[src/rtl/pc_stack_gen_pkg.sv]
// pc_stack_gen_pkg: shared encodings for the nibble-serial PC and its return stack.
package pc_stack_gen_pkg;
  localparam int NIB_W = 4;
  localparam logic [1:0] PC_FROM_DATA = 2'd0;
  localparam logic [1:0] PC_FROM_REG = 2'd1;
  typedef enum logic [1:0] {STACK_NOP, STACK_PUSH, STACK_POP, STACK_CLR} stack_op_e;
endpackage

[src/rtl/pc_stack_gen_return_stack.sv]
// return_stack: ring-buffer return-address stack with saturating count and sticky flags.
module return_stack #(
  parameter int DEPTH = 3,
  parameter int W = 12
) (
  input  logic                         clock,
  input  logic                         reset,
  input  logic                         push,
  input  logic                         pop,
  input  logic                         clear,
  input  logic [W-1:0]                 push_data,
  output logic [W-1:0]                 top,
  output logic [$clog2(DEPTH+1)-1:0]   count,
  output logic                         overflow,
  output logic                         underflow
);
  localparam int SP_W = DEPTH > 1 ? $clog2(DEPTH) : 1;
  localparam int CNT_W = $clog2(DEPTH + 1);
  logic [W-1:0] mem [DEPTH];
  logic [SP_W-1:0] sp, sp_inc, sp_dec;
  logic full, empty;
  assign full = count == CNT_W'(DEPTH);
  assign empty = count == '0;
  assign sp_inc = sp == SP_W'(DEPTH - 1) ? '0 : sp + SP_W'(1);
  assign sp_dec = sp == '0 ? SP_W'(DEPTH - 1) : sp - SP_W'(1);
  assign top = mem[sp_dec];
  // Entries carry no reset; only sp/count decide which are meaningful.
  always_ff @(posedge clock) if (push) mem[sp] <= push_data;
  always_ff @(posedge clock or negedge reset)
    if (!reset) begin
      sp <= '0;
      count <= '0;
      overflow <= 1'b0;
      underflow <= 1'b0;
    end else if (push) begin
      sp <= sp_inc;
      count <= full ? count : count + CNT_W'(1);
      overflow <= overflow | full;
    end else if (pop) begin
      if (!empty) begin
        sp <= sp_dec;
        count <= count - CNT_W'(1);
      end else underflow <= 1'b1;
    end else if (clear) begin
      overflow <= 1'b0;
      underflow <= 1'b0;
    end
endmodule

[src/rtl/pc_stack_gen.sv]
// pc_stack_gen: nibble-serial program counter with rippled increment, loads and a return stack.
module pc_stack_gen
  import pc_stack_gen_pkg::*;
#(
  parameter int PC_NIBBLES = 3,
  parameter int STACK_DEPTH = 3,
  parameter int CYCLE_W = 3
) (
  input  logic                               clock,
  input  logic                               reset,
  input  logic                               halt,
  input  logic [CYCLE_W-1:0]                 cycle,
  input  logic [1:0]                         stack_op,
  input  logic [NIB_W-1:0]                   regval,
  input  logic [NIB_W-1:0]                   data,
  input  logic [1:0]                         pc_next_sel,
  input  logic [PC_NIBBLES-1:0]              pc_write_enable,
  output logic                               pc_enable,
  output logic [NIB_W-1:0]                   pc_word,
  output logic [$clog2(STACK_DEPTH+1)-1:0]   stack_count,
  output logic                               overflow,
  output logic                               underflow
);
  localparam int PC_W = NIB_W * PC_NIBBLES;
  logic [PC_W-1:0] pc, pc_d, top;
  logic carry, carry_d, stack_cyc, load_cyc, push, pop, clear;
  logic [NIB_W:0] sum;
  logic [NIB_W-1:0] pc_next;
  logic [PC_NIBBLES-1:0] we_low;
  assign pc_enable = cycle < CYCLE_W'(PC_NIBBLES);
  assign stack_cyc = cycle == CYCLE_W'(PC_NIBBLES);
  assign load_cyc = cycle > CYCLE_W'(PC_NIBBLES);
  always_comb begin
    pc_word = '0;
    for (int i = 0; i < PC_NIBBLES; i++) if (cycle == CYCLE_W'(i)) pc_word = pc[NIB_W*i +: NIB_W];
  end
  // Cycle 0 seeds the +1; later nibbles add the carry left by the previous cycle.
  assign sum = {1'b0, pc_word} + (cycle == '0 ? (NIB_W + 1)'(1) : (NIB_W + 1)'(carry));
  assign pc_next = pc_next_sel == PC_FROM_DATA ? data : pc_next_sel == PC_FROM_REG ? regval : '0;
  assign we_low = pc_write_enable & (-pc_write_enable);
  assign push = !halt && stack_cyc && stack_op == STACK_PUSH;
  assign pop = !halt && stack_cyc && stack_op == STACK_POP;
  assign clear = !halt && stack_cyc && stack_op == STACK_CLR;
  always_comb begin
    pc_d = pc;
    carry_d = carry;
    if (pc_enable) begin
      carry_d = sum[NIB_W];
      for (int i = 0; i < PC_NIBBLES; i++) if (cycle == CYCLE_W'(i)) pc_d[NIB_W*i +: NIB_W] = sum[NIB_W-1:0];
    end else if (pop && stack_count != '0) pc_d = top;
    else if (load_cyc)
      for (int i = 0; i < PC_NIBBLES; i++) if (we_low[i]) pc_d[NIB_W*i +: NIB_W] = pc_next;
  end
  always_ff @(posedge clock or negedge reset)
    if (!reset) begin
      pc <= '0;
      carry <= 1'b0;
    end else if (!halt) begin
      pc <= pc_d;
      carry <= carry_d;
    end
  return_stack #(.DEPTH(STACK_DEPTH), .W(PC_W)) u_stack (
    .clock(clock),
    .reset(reset),
    .push(push),
    .pop(pop),
    .clear(clear),
    .push_data(pc),
    .top(top),
    .count(stack_count),
    .overflow(overflow),
    .underflow(underflow)
  );
endmodule

[config.mk]
export PLATFORM = sky130hd
export DESIGN_NAME = pc_stack_gen
export DESIGN_NICKNAME = d
export VERILOG_FILES = /design/src/rtl/pc_stack_gen_pkg.sv /design/src/rtl/pc_stack_gen_return_stack.sv /design/src/rtl/pc_stack_gen.sv
export SDC_FILE = /design/constraint.sdc
export NUM_CORES = 1
export LEC_CHECK = 0
export CORE_MARGIN = 3
export CORE_UTILIZATION = 55
export DETAILED_ROUTE_END_ITERATION = 8
export DONT_BUFFER_PORTS = 1
export GPL_TIMING_DRIVEN = 0
export PLACE_DENSITY_LB_ADDON = 0.08
export SETUP_SLACK_MARGIN = 0.5
export SYNTH_ARGS = -nofsm -noshare
export SYNTH_HDL_FRONTEND = slang
export SYNTH_SLANG_ARGS = --single-unit
[constraint.sdc]
create_clock -name clock -period 3.8 [get_ports clock]
set_clock_uncertainty 0.05 [all_clocks]
set_input_delay 0.76 -clock clock [delete_from_list [all_inputs] [get_ports clock]]
set_output_delay 0.76 -clock clock [all_outputs]
set_load 0.05 [all_outputs]
== Yosys cells after proc, flatten, opt, wreduce, memory -nomap -nowiden ==
Memories as Yosys holds them, arrays and structs flattened.
Cells that the tools add are included.
Widths: inputs -> output; s select.

* Memories: 1
* Output and inout bits: 9
* Input bits: 21
* Word-level logic and storage cells: 94
* Register bits after elaboration: 19
* Memory bits (writable): 36

{| class="wikitable"
|+ Memory list
! name !! depth !! bits a word !! rd ports !! clocked after memory_dff !! wr ports !! RTL line !! source
|-
| u_stack.mem || 3 || 12 || 1 || 0 || 1 || pc_stack_gen_return_stack.sv:19 || <nowiki>logic [W-1:0] mem [DEPTH];</nowiki>
|}

* Add/subtract/negate cells: 6
* Eq/ne operators: 16
* Bitwise logic cells: 4
* Reduce and logical (&&, ||, !) cells: 26
* Muxes and demuxes: 31
* Magnitude comparators: 2

{| class="wikitable"
|+ Operator list
! kind !! count
|-
| $mux 4 || 11
|-
| $mux 12 || 3
|-
| $mux 2 || 9
|-
| $reduce_and 4->1 || 3
|-
| $reduce_bool 3->1 || 4
|-
| $eq 2x2->1 const B || 4
|-
| $mux 1 || 8
|-
| $ne 2x1->1 const B || 4
|-
| $reduce_bool 2->1 || 4
|-
| $eq 3x2->1 const B || 2
|-
| $logic_not 2->1 || 3
|-
| $ne 2x2->1 const B || 3
|-
| $reduce_and 2->1 || 3
|-
| $reduce_and 3->1 || 2
|-
| $add 4x1->5 || 1
|-
| $logic_and 1x1->1 || 5
|-
| $add 2x1->2 const B || 2
|-
| $eq 2x1->1 const B || 2
|-
| $sub 2x1->2 const B || 2
|-
| $and 3x3->3 || 1
|-
| $eq 3x1->1 const B || 1
|-
| $gt 3x2->1 const B || 1
|-
| $logic_not 3->1 || 1
|-
| $lt 3x2->1 const B || 1
|-
| other kinds (4) || 5
|}

== Depth between registers and ports, before layout ==
* Depth in word-level cells: 7
* Gate-level depth with buffers: 11
* Depth with buffers taken out: 10

== Hierarchy ==
A second synthesis with hierarchy kept.

* Cell total of the unflattened synthesis: 253
* Area, all modules: 3,037.9 um^2

{| class="wikitable"
|+ Modules (own cells, without submodules)
! module !! area an instance (um^2) !! cells an instance !! times used
|-
| return_stack || 1,730.4 || 119 || 1
|-
| pc_stack_gen || 1,307.5 || 134 || 1
|}

== Least setup slack after synthesis ==
No wires, ideal clock.

* Kind: input to register
* Start: input port cycle[0]
* End: register pc[9]
* Buffers on the path: 1
* Stages on the path: 8
* Arrival time: 3,332 ps
* Required time: 3,625 ps
* Setup slack: 293 ps
* Path through: buf_2 mux2_2 nor2_1 a211oi_1 ha_1 nor2_1 a21oi_1 mux2_2

* Longest elaborated chain between the ends: 7
* Elaborated cells between the ends (all ways): 21
* Classes of those cells: add/sub (1); order compare (2); eq/ne (4); mux (7); reduce/logical (7)

{| class="wikitable"
|+ RTL lines
! item !! RTL line !! source
|-
| from (decl) || pc_stack_gen.sv:12 || <nowiki>input logic [CYCLE_W-1:0] cycle,</nowiki>
|-
| $logic_not 3->1 || pc_stack_gen.sv:35 || <nowiki>for (int i = 0; i < PC_NIBBLES; i++) if (cycle == CYCLE_W'(i)) pc_word = pc[NIB_W*i +: NIB_W];</nowiki>
|-
| $mux 4 (2 in a row) || pc_stack_gen.sv:35 ||
|-
| $mux 4 (*) || pc_stack_gen.sv:35 ||
|-
| net pc_word[1] || pc_stack_gen.sv:19 || <nowiki>output logic [NIB_W-1:0] pc_word,</nowiki>
|-
| $add 4x1->5 (*) || pc_stack_gen.sv:38 || <nowiki>assign sum = {1'b0, pc_word} + (cycle == '0 ? (NIB_W + 1)'(1) : (NIB_W + 1)'(carry));</nowiki>
|-
| $mux 4 (*) || pc_stack_gen.sv:49 || <nowiki>for (int i = 0; i < PC_NIBBLES; i++) if (cycle == CYCLE_W'(i)) pc_d[NIB_W*i +: NIB_W] = sum[NIB_W-1:0];</nowiki>
|-
| $mux 12 (*) || pc_stack_gen.sv:47 || <nowiki>if (pc_enable) begin</nowiki>
|-
| to (signal assigned) || pc_stack_gen.sv:59 || <nowiki>pc <= pc_d;</nowiki>
|-
| to (decl) || pc_stack_gen.sv:25 || <nowiki>logic [PC_W-1:0] pc, pc_d, top;</nowiki>
|}

Mark *: on every way through the listed nets, which the timed path passes. The rest lies on a longest branch. The select of a mux whose other input is x is not followed.
A chain may end at the register's enable or synchronous reset.

== Worst setup path after layout ==
* Start: input port cycle[0]
* End: register pc[7]

Same word-level chain as after synthesis.

==> results.toml <==
[power]
p_leak_nw = 1.104
maximum_ir_drop_on_the_vdd_rail_uv = 259.5
power_frac_clock = 0.217
share_of_total_power_in_sequential_cells = 0.528
power_per_cell_area_nw_per_um2 = 509.0
comb_power_share = 0.255
design_power_total_w = 0.001490
p_int_w = 0.0009860
power.switching_fraction = 0.3381
netSwitchingPower_w = 0.0005037

[global_routing]
grt_overflow = 0
grtUsageTotal = 0.2083
first_global_vias = 1866
antenna_found_initial = 0
maximum_number_of_pins_on_one_net_before_global_route_repair = 20
grt_pass1_wl_mm = 9.535

[hold_path]
worst_min_delay_path_class = "in2async"

[logic_synthesis]
synth.top_cell.area_share = 0.3958
synthFlopType = "sky130_fd_sc_hd__edfxtp_1"
yosys.cell_types.count = 47
synth.ff_latch_count = 55
yosys.area_share.xor_xnor = 0.003207
netlist_top_cells_area = "sky130_fd_sc_hd__edfxtp_1 40%, sky130_fd_sc_hd__dfrtp_1 17%, sky130_fd_sc_hd__mux2i_1 7.7%"
number_of_warning_messages_in_the_yosys_log = 0
yosys.area_share.simple = 0.1214
yosys-top-cells-count = "36 x sky130_fd_sc_hd__edfxtp_1, 21 x sky130_fd_sc_hd__mux2i_1, 19 x sky130_fd_sc_hd__dfrtp_1, 19 x sky130_fd_sc_hd__nor2_1, 16 x sky130_fd_sc_hd__nand2_1"
synth_compound_gate_area_share = 0.1393
synth.net_count = 255
synth_enable_flop_cells = 36
synth-adder-area-share = 0.03207
yosysSeqAreaShare = 0.5699
syn_area_per_cell_um2 = 12.03
synth.most_common_cell = "sky130_fd_sc_hd__edfxtp_1"
syn_inst = 227
synth_area_um2 = 2731
synth_top_family_by_area = "compound AO/OA/AOI/OAI gates"
yosysTopAreaCell = "sky130_fd_sc_hd__edfxtp_1"
synth-async-reset-ratio = 0.3455
multiplexer_fraction_of_the_synthesized_cell_area = 0.09757

[placement]
numPortBuffers = 0
dp.final_hpwl_mm = 4.062
dp.cells = 295
gp_congestion = 0.8330

[setup_path]
worst_ep_required_time_ns = 3.91
cp.arrival_ns = 3.12
path_max_fanout = 10
setup.worst_path.end_class = "flip-flop"
reg2reg_setup_slack_ns = 1.20
critPathKind = "in2reg"
element_type_at_the_critical_path_start = "input port"

[detailed_routing]
routedWlPerCell_um = 18.94
route.vias.total = 1774
drc = 0
postRouteWirelength_mm = 5.719
firstDrtPassIters = 4
drt_first_iter_violations = 172
drt.antenna.violating_nets = 0
vias_per_cell = 5.874

[clock_network]
cts_setup_buffers = 0
cts_tree = "yes"
clkSinkCount = 55
clock_tree.htree_level_count = 2
root_buffer = "sky130_fd_sc_hd__clkbuf_8"
clockBufferDepth = 2
cts.hold.buffers_added = 0
number_of_cts_inserted_buffers = 5
worst_setup_hold_path_clk_slew_ns = 0.09
cts_repair_resize_count = 0
clkLatencyLatePin_ns = 0.30

[final_layout]
layoutNonFillerInstCount = 302
layout.core_utilization = 0.6155
fin_nets = 263
antenna-diode-count = 0
drive_above_1_share = 0.1319
synthToLayoutAreaGrowth_pct = 7.146

[floorplanning]
core_region_area_um2 = 4755
floorplan.die_area_um2 = 5848
pin_count = 30
initial_utilization = 0.5745
num_rows = 25
die_x_um = 76.47
floorplan.die.height_um = 76.47

[sta]
min_period_over_period = 0.7919
min_period_ns = 3.009
final-max-slew-violation-count = 0
max_slew_margin = 0.3328
finalHoldWorstSlack_ns = 0.08676
timing_worst_slew_pin_value_ns = 0.9971
rsz_0062_raised_after_global_routing = "no"
max_freq_ghz = 0.3323
setup_tns_ns = 0
hold_violations = 0
setup_violations = 0

[run_status]
outcome = "completed"

[flow_run]
max_cap_viol_count = 0
## through the flow
step           setup WS, ns  instance area (um^2)
5_1_grt              0.5837                  2927
4_1_cts              0.5180                  2924
3_5_place_dp         0.2084                  2836
6_report             0.7908                  2927
2_1_floorplan        0.6882                  2736
3_3_place_gp         0.3060                  2820
## cells by family (layout without fill, tap and decap cells)
group / count (synthesis) / after routing
AOI/OAI and AO/OA: 54 / 54
xor gates and xnor gates: 1 / 1
adders and majority gates: 7 / 7
buffers and inverters: 21 / 29
DFF: 55 / 55
muxes: 26 / 26
and+or+nand+nor: 63 / 63
## critical path, cell delays in order
cell and delay, ns:
sky130_fd_sc_hd__buf_2 0.18, sky130_fd_sc_hd__nor2b_1 0.28, sky130_fd_sc_hd__a21oi_1 0.13, sky130_fd_sc_hd__nor2_2 0.49, sky130_fd_sc_hd__ha_1 0.30, sky130_fd_sc_hd__nor3b_1 0.23, sky130_fd_sc_hd__a2bb2oi_1 0.11, sky130_fd_sc_hd__nor2_1 0.13
sky130_fd_sc_hd__mux2i_1 0.33, sky130_fd_sc_hd__a41oi_1 0.17
## sequential cells by signal, summed over array words and instances, names as in the netlist
register           count
u_stack.overflow       1
u_stack.count          2
carry                  1
u_stack.underflow      1
pc                    12
u_stack.mem           36
u_stack.sp             2
## power by group through the flow
stage	Sequential (W)	Clock (W)	Combinational [W]
after CTS	0.000787	0.000325	0.000382
after global routing	0.000796	0.000349	0.000423
final	0.000787	0.000324	0.000379
after global placement	0.000795	0	0.000365
after detailed placement	0.000801	0	0.000377
after floorplan	0.000782	0	0.000291
## metal layers
metal  vias to the layer above  track usage  part of all wire
li1                        858            -                 -
met3                         7      0.05792             0.045
met2                        35       0.3278              0.49
met5                         -            0                 0
met4                         0      0.05797             0.010
met1                       874       0.2846              0.46
## placed cells by master (no fill, tap or decap), types with 2 or more instances in the layout
cell                        count
sky130_fd_sc_hd__clkbuf_1       4
sky130_fd_sc_hd__edfxtp_1      36
sky130_fd_sc_hd__mux2_2         5
sky130_fd_sc_hd__mux2i_1       21
sky130_fd_sc_hd__nor2_1        18
sky130_fd_sc_hd__o21ai_0        4
sky130_fd_sc_hd__dfrtp_1       19
sky130_fd_sc_hd__a31oi_1        5
sky130_fd_sc_hd__a41oi_1        3
sky130_fd_sc_hd__nor2b_1        5
sky130_fd_sc_hd__a2bb2oi_1      3
sky130_fd_sc_hd__and3_1         2
sky130_fd_sc_hd__nand2b_1       4
sky130_fd_sc_hd__buf_6          3
sky130_fd_sc_hd__a21oi_1       12
sky130_fd_sc_hd__inv_1          7
sky130_fd_sc_hd__a221oi_1       2
sky130_fd_sc_hd__o31a_1         2
sky130_fd_sc_hd__ha_1           7
sky130_fd_sc_hd__a21o_1         3
sky130_fd_sc_hd__buf_1          2
sky130_fd_sc_hd__nor3_1         5
sky130_fd_sc_hd__o211ai_1       9
sky130_fd_sc_hd__a211oi_1       2
sky130_fd_sc_hd__clkbuf_8       6
sky130_fd_sc_hd__nand2_1       16
sky130_fd_sc_hd__buf_2          5
## final timing paths
path | from | endpoint | cells past startpoint
worst max register to register | pc[4] | pc[7] | 10
worst max-delay path | cycle[0] | pc[7] | 10
worst min-delay path | reset | pc[6] | 0
worst min register to register | carry | carry | 2
min in group clock | carry | carry | 2
max in group asynchronous | reset | pc[7] | 0
## final cells by class
class | instances | area [um^2]
clock inverters | 1 | 5.005
clock buffers | 6 | 82.58
plain buffers | 13 | 70.07
flip-flops and latches | 55 | 1556
inverters | 8 | 30.03
fillers | 401 | 1828
multi-input cells | 151 | 1087
repair buffers | 1 | 11.26
well taps | 67 | 83.83
Power figures use the tool's default switching activity.
